--- src/rtl/riscv_pkg.sv ---
// Shared types for the unified-memory port arbiter.
package riscv_pkg;

  // Access sequencer states
  typedef enum logic [1:0] {
    ARB_IDLE  = 2'd0,
    ARB_ISSUE = 2'd1,
    ARB_WAIT  = 2'd2,
    ARB_DONE  = 2'd3
  } arb_state_e;

  // Which requester owns the current access
  typedef enum logic {
    GNT_IF = 1'b0,
    GNT_DM = 1'b1
  } grant_e;

  // Bits needed to hold a counter value in [0, max_val]
  function automatic int unsigned cnt_width(input int unsigned max_val);
    return (max_val < 2) ? 1 : $clog2(max_val + 1);
  endfunction

endpackage

--- src/rtl/arb_grant_sel.sv ---
// Winner selection between fetch and data requests, with a starvation guard
// that forces a fetch grant after STARVE_MAX consecutive data grants.
module arb_grant_sel
  import riscv_pkg::*;
#(
  parameter int unsigned STARVE_MAX = 4
) (
  input  logic   clk,
  input  logic   reset,
  input  logic   if_req,
  input  logic   dm_req,
  input  logic   grant_en,
  output grant_e winner_c
);

  localparam int unsigned SW = cnt_width(STARVE_MAX);

  logic [SW-1:0] starve_cnt;
  logic          starved_c;

  // Data side wins unless the fetch side has been passed over too often
  always_comb begin
    starved_c = (starve_cnt == SW'(STARVE_MAX));
    winner_c  = GNT_IF;
    if (dm_req && !(if_req && starved_c)) begin
      winner_c = GNT_DM;
    end
  end

  // Count data grants that bypass a waiting fetch; saturates at the limit
  always_ff @(posedge clk) begin
    if (reset) begin
      starve_cnt <= '0;
    end else if (grant_en) begin
      if (winner_c == GNT_DM && if_req) begin
        if (!starved_c) begin
          starve_cnt <= starve_cnt + SW'(1);
        end
      end else begin
        starve_cnt <= '0;
      end
    end
  end

endmodule

--- src/rtl/mem_port_arbiter.sv ---
// Shares one single-port fixed-latency memory between instruction fetch and
// load/store access. Each access runs IDLE -> ISSUE -> WAIT -> DONE.
module mem_port_arbiter
  import riscv_pkg::*;
#(
  parameter int unsigned ADDR_W     = 32,
  parameter int unsigned DATA_W     = 32,
  parameter int unsigned MEM_LAT    = 2,
  parameter int unsigned STARVE_MAX = 4
) (
  input  logic              clk,
  input  logic              reset,
  input  logic              if_req,
  input  logic [ADDR_W-1:0] if_addr,
  output logic [DATA_W-1:0] if_rdata,
  output logic              if_valid,
  input  logic              dm_req,
  input  logic              dm_we,
  input  logic [ADDR_W-1:0] dm_addr,
  input  logic [DATA_W-1:0] dm_wdata,
  output logic [DATA_W-1:0] dm_rdata,
  output logic              dm_valid,
  output logic              mem_en,
  output logic              mem_we,
  output logic [ADDR_W-1:0] mem_addr,
  output logic [DATA_W-1:0] mem_wdata,
  input  logic [DATA_W-1:0] mem_rdata,
  output logic              stall
);

  localparam int unsigned CNT_W = cnt_width(MEM_LAT);

  arb_state_e       state;
  grant_e           grant;
  grant_e           winner_c;
  logic             grant_en_c;
  logic             acc_we;
  logic [CNT_W-1:0] cnt;

  // Requests are only arbitrated while the port is idle
  assign grant_en_c = (state == ARB_IDLE) && (if_req || dm_req);

  // Requester is held off until its completion pulse
  assign stall = (if_req & ~if_valid) | (dm_req & ~dm_valid);

  arb_grant_sel #(
    .STARVE_MAX (STARVE_MAX)
  ) u_sel (
    .clk      (clk),
    .reset    (reset),
    .if_req   (if_req),
    .dm_req   (dm_req),
    .grant_en (grant_en_c),
    .winner_c (winner_c)
  );

  // Access sequencer, latency counter and memory/response registers
  always_ff @(posedge clk) begin
    if (reset) begin
      state     <= ARB_IDLE;
      grant     <= GNT_IF;
      acc_we    <= 1'b0;
      cnt       <= '0;
      mem_en    <= 1'b0;
      mem_we    <= 1'b0;
      mem_addr  <= '0;
      mem_wdata <= '0;
      if_rdata  <= '0;
      dm_rdata  <= '0;
      if_valid  <= 1'b0;
      dm_valid  <= 1'b0;
    end else begin
      mem_en   <= 1'b0;
      mem_we   <= 1'b0;
      if_valid <= 1'b0;
      dm_valid <= 1'b0;
      case (state)
        ARB_IDLE: begin
          if (grant_en_c) begin
            grant  <= winner_c;
            mem_en <= 1'b1;
            if (winner_c == GNT_DM) begin
              acc_we    <= dm_we;
              mem_we    <= dm_we;
              mem_addr  <= dm_addr;
              mem_wdata <= dm_wdata;
            end else begin
              acc_we    <= 1'b0;
              mem_addr  <= if_addr;
              mem_wdata <= '0;
            end
            state <= ARB_ISSUE;
          end
        end
        ARB_ISSUE: begin
          cnt   <= CNT_W'(MEM_LAT - 1);
          state <= ARB_WAIT;
        end
        ARB_WAIT: begin
          if (cnt == '0) begin
            if (!acc_we) begin
              if (grant == GNT_DM) begin
                dm_rdata <= mem_rdata;
              end else begin
                if_rdata <= mem_rdata;
              end
            end
            if (grant == GNT_DM) begin
              dm_valid <= 1'b1;
            end else begin
              if_valid <= 1'b1;
            end
            state <= ARB_DONE;
          end else begin
            cnt <= cnt - CNT_W'(1);
          end
        end
        ARB_DONE: begin
          state <= ARB_IDLE;
        end
        default: begin
          state <= ARB_IDLE;
        end
      endcase
    end
  end

endmodule

--- config.mk ---
export PLATFORM = sky130hd
export DESIGN_NAME = mem_port_arbiter
export DESIGN_NICKNAME = d
export VERILOG_FILES = /design/src/rtl/riscv_pkg.sv /design/src/rtl/arb_grant_sel.sv /design/src/rtl/mem_port_arbiter.sv
export SDC_FILE = /design/constraint.sdc
export NUM_CORES = 1
export LEC_CHECK = 0
export ABC_AREA = 1
export BUFFER_PORTS_ARGS = -buffer_cell sky130_fd_sc_hd__buf_2
export CAP_MARGIN = 20
export CORE_MARGIN = 3
export CORE_UTILIZATION = 40
export CTS_CLUSTER_DIAMETER = 100
export DETAILED_ROUTE_END_ITERATION = 10
export PLACE_DENSITY = 0.73
export SLEW_MARGIN = 20
export SYNTH_ARGS = -nofsm -noshare
export SYNTH_HDL_FRONTEND = slang
export SYNTH_SLANG_ARGS = --single-unit
export TNS_END_PERCENT = 30
--- constraint.sdc ---
create_clock -name clk -period 1.3 [get_ports clk]
set_input_delay 0.26 -clock clk [delete_from_list [all_inputs] [get_ports clk]]
set_output_delay 0.26 -clock clk [all_outputs]
set_load 0.02 [all_outputs]
# After elaboration in Yosys (flattened, before gate mapping)
# Index checks and enable logic that the tools add are counted.
# totals
ramBits,0
romBits,0
latch_bits,0
in_bits,133
memories,0
word_cells,66
ff_bits,141
# op_classes
n_eq_ne,8
n_shift,0
n_bitwise,11
n_addsub,2
reduce_logical,18
order_cmp,0
n_mul,0
muxes,14
div,0
# ops
op,n
$mux W32,2
$ne A2 B2 Y1 const B,4
$not A1 Y1,8
$pmux W2 S4,1
$reduce_and A2 Y1,4
$reduce_and A4 Y1,2
$mux W2,3
$mux W3,2
$reduce_or A3 Y1,2
$mux W1,5
$eq A2 B2 Y1 const B,2
$logic_and A1 B1 Y1,4
$logic_not A2 Y1,2
$pmux W2 S2,1
$add A3 B1 Y3 const B,1
$eq A3 B3 Y1 const B,1
$and A1 B1 Y1,2
$eq A2 B1 Y1 const B,1
$reduce_bool A2 Y1,1
$reduce_or A2 Y1,1
$sub A2 B1 Y2 const B,1
$logic_not A1 Y1,1
$logic_or A1 B1 Y1,1
$or A1 B1 Y1,1

# Depth between registers and ports, before layout
# logic_depth
depth_word,8
ltp_mapped,9

# By module
# Synthesis repeated with hierarchy kept, for this count alone.
# hier_totals
cells_unflattened,916
hier_area_um2,6231.0
# modules_own_cells
module,n_inst,cells_each,area_per_inst_um2
mem_port_arbiter,1,893,6064.6
arb_grant_sel,1,23,166.4

# Worst setup path before layout
# No wires, ideal clock.
# synth_path
path_type,register to register
from,register state[0]
to,register mem_addr[10]
setup_ns,0.115
required_ns,1.185
arrival_ns,1.233
path_stages_with_launch,9
path_slack_ns,-0.047
cell_sequence,dfxtp_1 -> inv_1 -> ha_1 -> buf_4 -> o21a_2 -> buf_6 -> buf_6 -> o21ai_1 -> nor2_1
# synth_via
elab_chain_len,3
# synth_rtl
item,line_no,rtl
from (decl),mem_port_arbiter.sv:33,arb_state_e state;
from (signal assigned),mem_port_arbiter.sv:60,state <= ARB_IDLE;
from (signal assigned),mem_port_arbiter.sv:92,state <= ARB_ISSUE;
from (signal assigned),mem_port_arbiter.sv:97,state <= ARB_WAIT;
$logic_not A2 Y1 *,"mem_port_arbiter.sv:41, mem_port_arbiter.sv:77",
$logic_and A1 B1 Y1,mem_port_arbiter.sv:41,assign grant_en_c = (state == ARB_IDLE) && (if_req || dm_req);
$reduce_and A2 Y1 (no line) *,n/a,
to (signal assigned),mem_port_arbiter.sv:85,mem_addr <= dm_addr;
to (signal assigned),mem_port_arbiter.sv:89,mem_addr <= if_addr;
to (decl),mem_port_arbiter.sv:25,"output logic [ADDR_W-1:0] mem_addr,"
# Every way passes the cells marked *; elsewhere a longest branch is shown, timed or not.
# A chain may end at the register's enable or synchronous reset.

# Worst setup path after layout
# layout_path
from,register state[1]
to,register mem_addr[9]
# Same word-level chain as after synthesis.

==> summary.md <==
| Metric | Value |
|---|---|
| Result of the run | finished with violations |
| Failing checks | negative setup slack |
| Pwr per Cell Area | 2020 nW/um^2 |
| Relative area change from synthesis to final layout | 54.3% |
| R2R Path Start | state[1] |
| Standard cell with the maximum stage delay on the critical path | dfxtp_4 |
| Final global-route overflow total | 0 |
| Clk buf depth | 2 |
| Largest clock skew in the final design | 0.00805 ns |
| Library cell appearing most often on the critical path | nor2_1 |
| Leakage power | roughly 4.4 nW |
| Clk Tree Root Cell | clkbuf_16 |
| Avg Synthesized Cell Area | 7.39 um^2 |
| Required @ worst endpoint | roughly 1.6 ns |
| Length in cells of the worst reg-to-reg path | 7 |
| Worst path buffer plus inverter count | 2 |
| Number of placement rows | 43 |
| Total nets after synthesis | slightly above 900 |
| Worst Setup End Kind | flip-flop |
| Number of standard cells in the layout, taps in and fillers out | 1,264 |
| Cell chain of the critical path | inv_4 > ha_4 > o21a_2 > clkbuf_16 > nand2_1 > nor2_1 > nor2_1 |
| Class of the tightest hold or removal check | in2reg |
| CP max FO | 7 |
| Setup violation total in the final timing report | 21 |
| CTS tree | yes |
| Hold bufs inserted after CTS | 0 |
| Final worst hold slack | ~0.095 ns |
| Post-detail-place hpwl | 12,000 um |
| Yosys cell types | 23 |
| Syn Std Cell Area | 5860 um^2 |
| Die area | 16,100 um^2 |
| Count of pins over their slew limit | 0 |
| R2R Setup Slk | -0.05 ns |
| Sequential fraction of the synthesis area | 48.2% |
| Largest net degree at the start of global routing | 60 |
| Starting Density | 41.5% |
| Max Cap Violations | 0 |
| Final antenna diode count | 0 |
| Vert. Die Dim | ~130 um |
| Global-route wire length before repair | 27,400 um |
| Final net count | 1,212 |
| Tmin final | 1.35 ns |
| Number of design rule violations left after detail routing | 0 |
| Setup repair after global routing missed its margin | yes |
| Global-route usage over all layers | 20.9% |
| Number of antenna violations at the first check in global routing | 1 |
| Number of vias after detailed routing | 6,435 |
| Routed wire length per instance | roughly 16 um |
| # fillers | 1,186 |
| TritonCTS buffer count | 17 |
| Layout cell share with drive strength beyond 1 | 42.3% |
| Number of sinks on the clock net | 141 |
| Detailed Routing Iterations Pass 1 | 5 |
| Remaining antenna violation count after routing | 0 |
| Worst hold path startpoint | mem_rdata[30] |
| Fmax | 742 MHz |
| Number of failing hold endpoints at the final stage | 0 |
| Top-Level Pins | around 270 |
| Worst Max-Slew Pin Slew | 0.410 ns |
| Mapped Cells | 792 |
| Worst max-slew margin expressed relative to the limit | 72.7% |
| Weighted congestion at the end of routability-driven global placement | around 0.83 |
| Worst-path clk slew | 0.06 ns |
| Buffers on Ports | 265 |
| Maximum VDD drop | 0.00104 V |
| R2r endpoint | mem_addr[9] |
| Delay of the slowest cell on the worst path | between 0.3 and 0.4 ns |
| Arrival time at the worst endpoint | 1.66 ns |
| Total wire length | 20,300 um |
| Overall die width | 127 um |
| Ratio of routed vias to standard cells | 5.09 |
| Detailed router's first-iteration violation count | 380 |
| Via count of the first global-routing pass | 5,758 |
| Synth Warn # | 0 |
| Kind of cell adding the most delay to the critical path | flip-flops |
| Worst Hold Endpoint | dm_rdata[30] |
| Depth of the worst hold-timing path | 3 |
| Clock latency of the later-clocked register in the worst-skew pair | 0.42 ns |
| Sort of element at the start of the critical path | flip-flop |
| Count of state elements after synthesis | 141 |
| Period utilisation layout | 104% |
| Max H-tree Level | 4 |
| Core box area | 14,100 um^2 |
| Classification of the worst setup path | reg2reg |
| # placed instances | 1,209 |
| Smallest setup slack after layout | -0.0483 ns |
## cell usage in the layout, fill, tap and decap left out, types with 5 or more instances in the layout
cell type / synthesis / final
buf_2: 17 / 264
nor2_1: 198 / 148
dfxtp_1: 141 / 135
nand2_1: 80 / 75
a21oi_1: 69 / 64
o21ai_1: 23 / 55
inv_1: 46 / 41
nand3_1: 41 / 36
o21ai_0: 77 / 34
nor2_2: 0 / 34
nand4_1: 33 / 33
clkbuf_16: 0 / 29
buf_4: 15 / 19
buf_12: 0 / 17
nor2_4: 0 / 16
o21ai_2: 0 / 10
buf_6: 8 / 9
inv_2: 5 / 5
nand3_2: 0 / 5
a21oi_2: 0 / 5
dfxtp_2: 0 / 5
## worst max path at each step
stage / startpoint / end / slack (ns) / depth (start not counted)
after global routing: cnt[1] / if_rdata[5] / -0.10 / 8
after global placement: state[0] / if_rdata[1] / -0.08 / 8
final: state[1] / mem_addr[9] / -0.05 / 7
after CTS: if_valid / stall / -0.04 / 2
after detailed placement: state[0] / if_rdata[25] / -0.12 / 8
after floorplan: state[1] / mem_addr[21] / 0.02 / 9
## stage by stage
| step | util (%) | power, mW | setup WS [ns] | setup TNS, ns | cell area [um^2] |
|---|---|---|---|---|---|
| 6_report | 64.1 | 18.3 | -0.0483 | -0.393 | 9030 |
| 3_5_place_dp | 52.9 | 11.6 | -0.123 | -4.98 | 7460 |
| 2_1_floorplan | - | 9.60 | 0.0178 | 0 | 5870 |
| 5_1_grt | 64.1 | 19.2 | -0.103 | -5.51 | 9030 |
| 4_1_cts | 58.3 | 16.9 | -0.0389 | -0.0665 | 8210 |
| 3_3_place_gp | 52.9 | 11.5 | -0.0750 | -2.49 | 7460 |
## metal layers
layer	vias up	global-route usage [%]	part of all wire (%)
li1	3156	-	-
met1	2934	24.8	40
met2	303	34.6	50
met3	40	7.69	8.2
met4	2	7.70	2.1
met5	-	0	0.035
## tightest hold or removal path, cell delays in order
cell     delay, ns
buf_2         0.09
o21ai_1       0.06
nor2_1        0.07
## Yosys cell counts
cell type,instances,area (um^2)
nand3_4,1,17.5
or2_2,1,6.26
buf_4,15,113
o21ai_0,77,385
inv_1,46,173
nor3_1,2,10.0
nand2_2,2,12.5
buf_6,8,90.1
inv_2,5,18.8
nand2_4,2,22.5
ha_1,6,75.1
nor2_1,198,743
o21ai_1,23,115
o22ai_1,1,6.26
a21oi_1,69,345
dfxtp_1,141,2820
nand3_1,41,205
o21a_2,1,8.76
buf_2,17,85.1
nand4_1,33,206
clkbuf_2,6,30.0
nand2_1,80,300
clkbuf_1,17,63.8
## cells by family (layout without fill, tap and decap cells)
logic type	count (synthesis)	in the layout	synth area share [%]
compound gates	171	172	14.7
flops	141	141	48.2
simple gates	360	361	26.0
buf+inv	114	404	9.79
fa+ha+maj	6	6	1.28
## sequential cells by signal, summed over array words and instances, names as in the netlist
register          cells
cnt                   2
if_valid              1
dm_valid              1
mem_en                1
mem_addr             32
if_rdata             32
dm_rdata             32
grant                 1
acc_we                1
mem_we                1
state                 2
mem_wdata            32
u_sel.starve_cnt      3
## power by group
part | switching (mW) | total, mW | internal, mW
Combinational | 4.21 | 7.45 | 3.24
Sequential | 0.566 | 5.82 | 5.25
Clock | 1.86 | 5.01 | 3.15
## repair_timing
action,in CTS,in global routing
gates resized for setup,35,155
pin swaps,4,15
buffers inserted,3,2
gates cloned,1,19
endpoints found under the setup margin,132,122
## final cells by class
cell class / count / area [um^2] / share of cell area [%]
sequential: 141 / 2830 / 31.4
clock buffer: 20 / 467 / 5.17
multi-input combinational: 539 / 2900 / 32.1
clock inverter: 10 / 139 / 1.54
timing repair buffer: 323 / 2250 / 24.9
tap: 180 / 225 / 2.49
inverter: 51 / 221 / 2.45
Power figures use the tool's default switching activity.
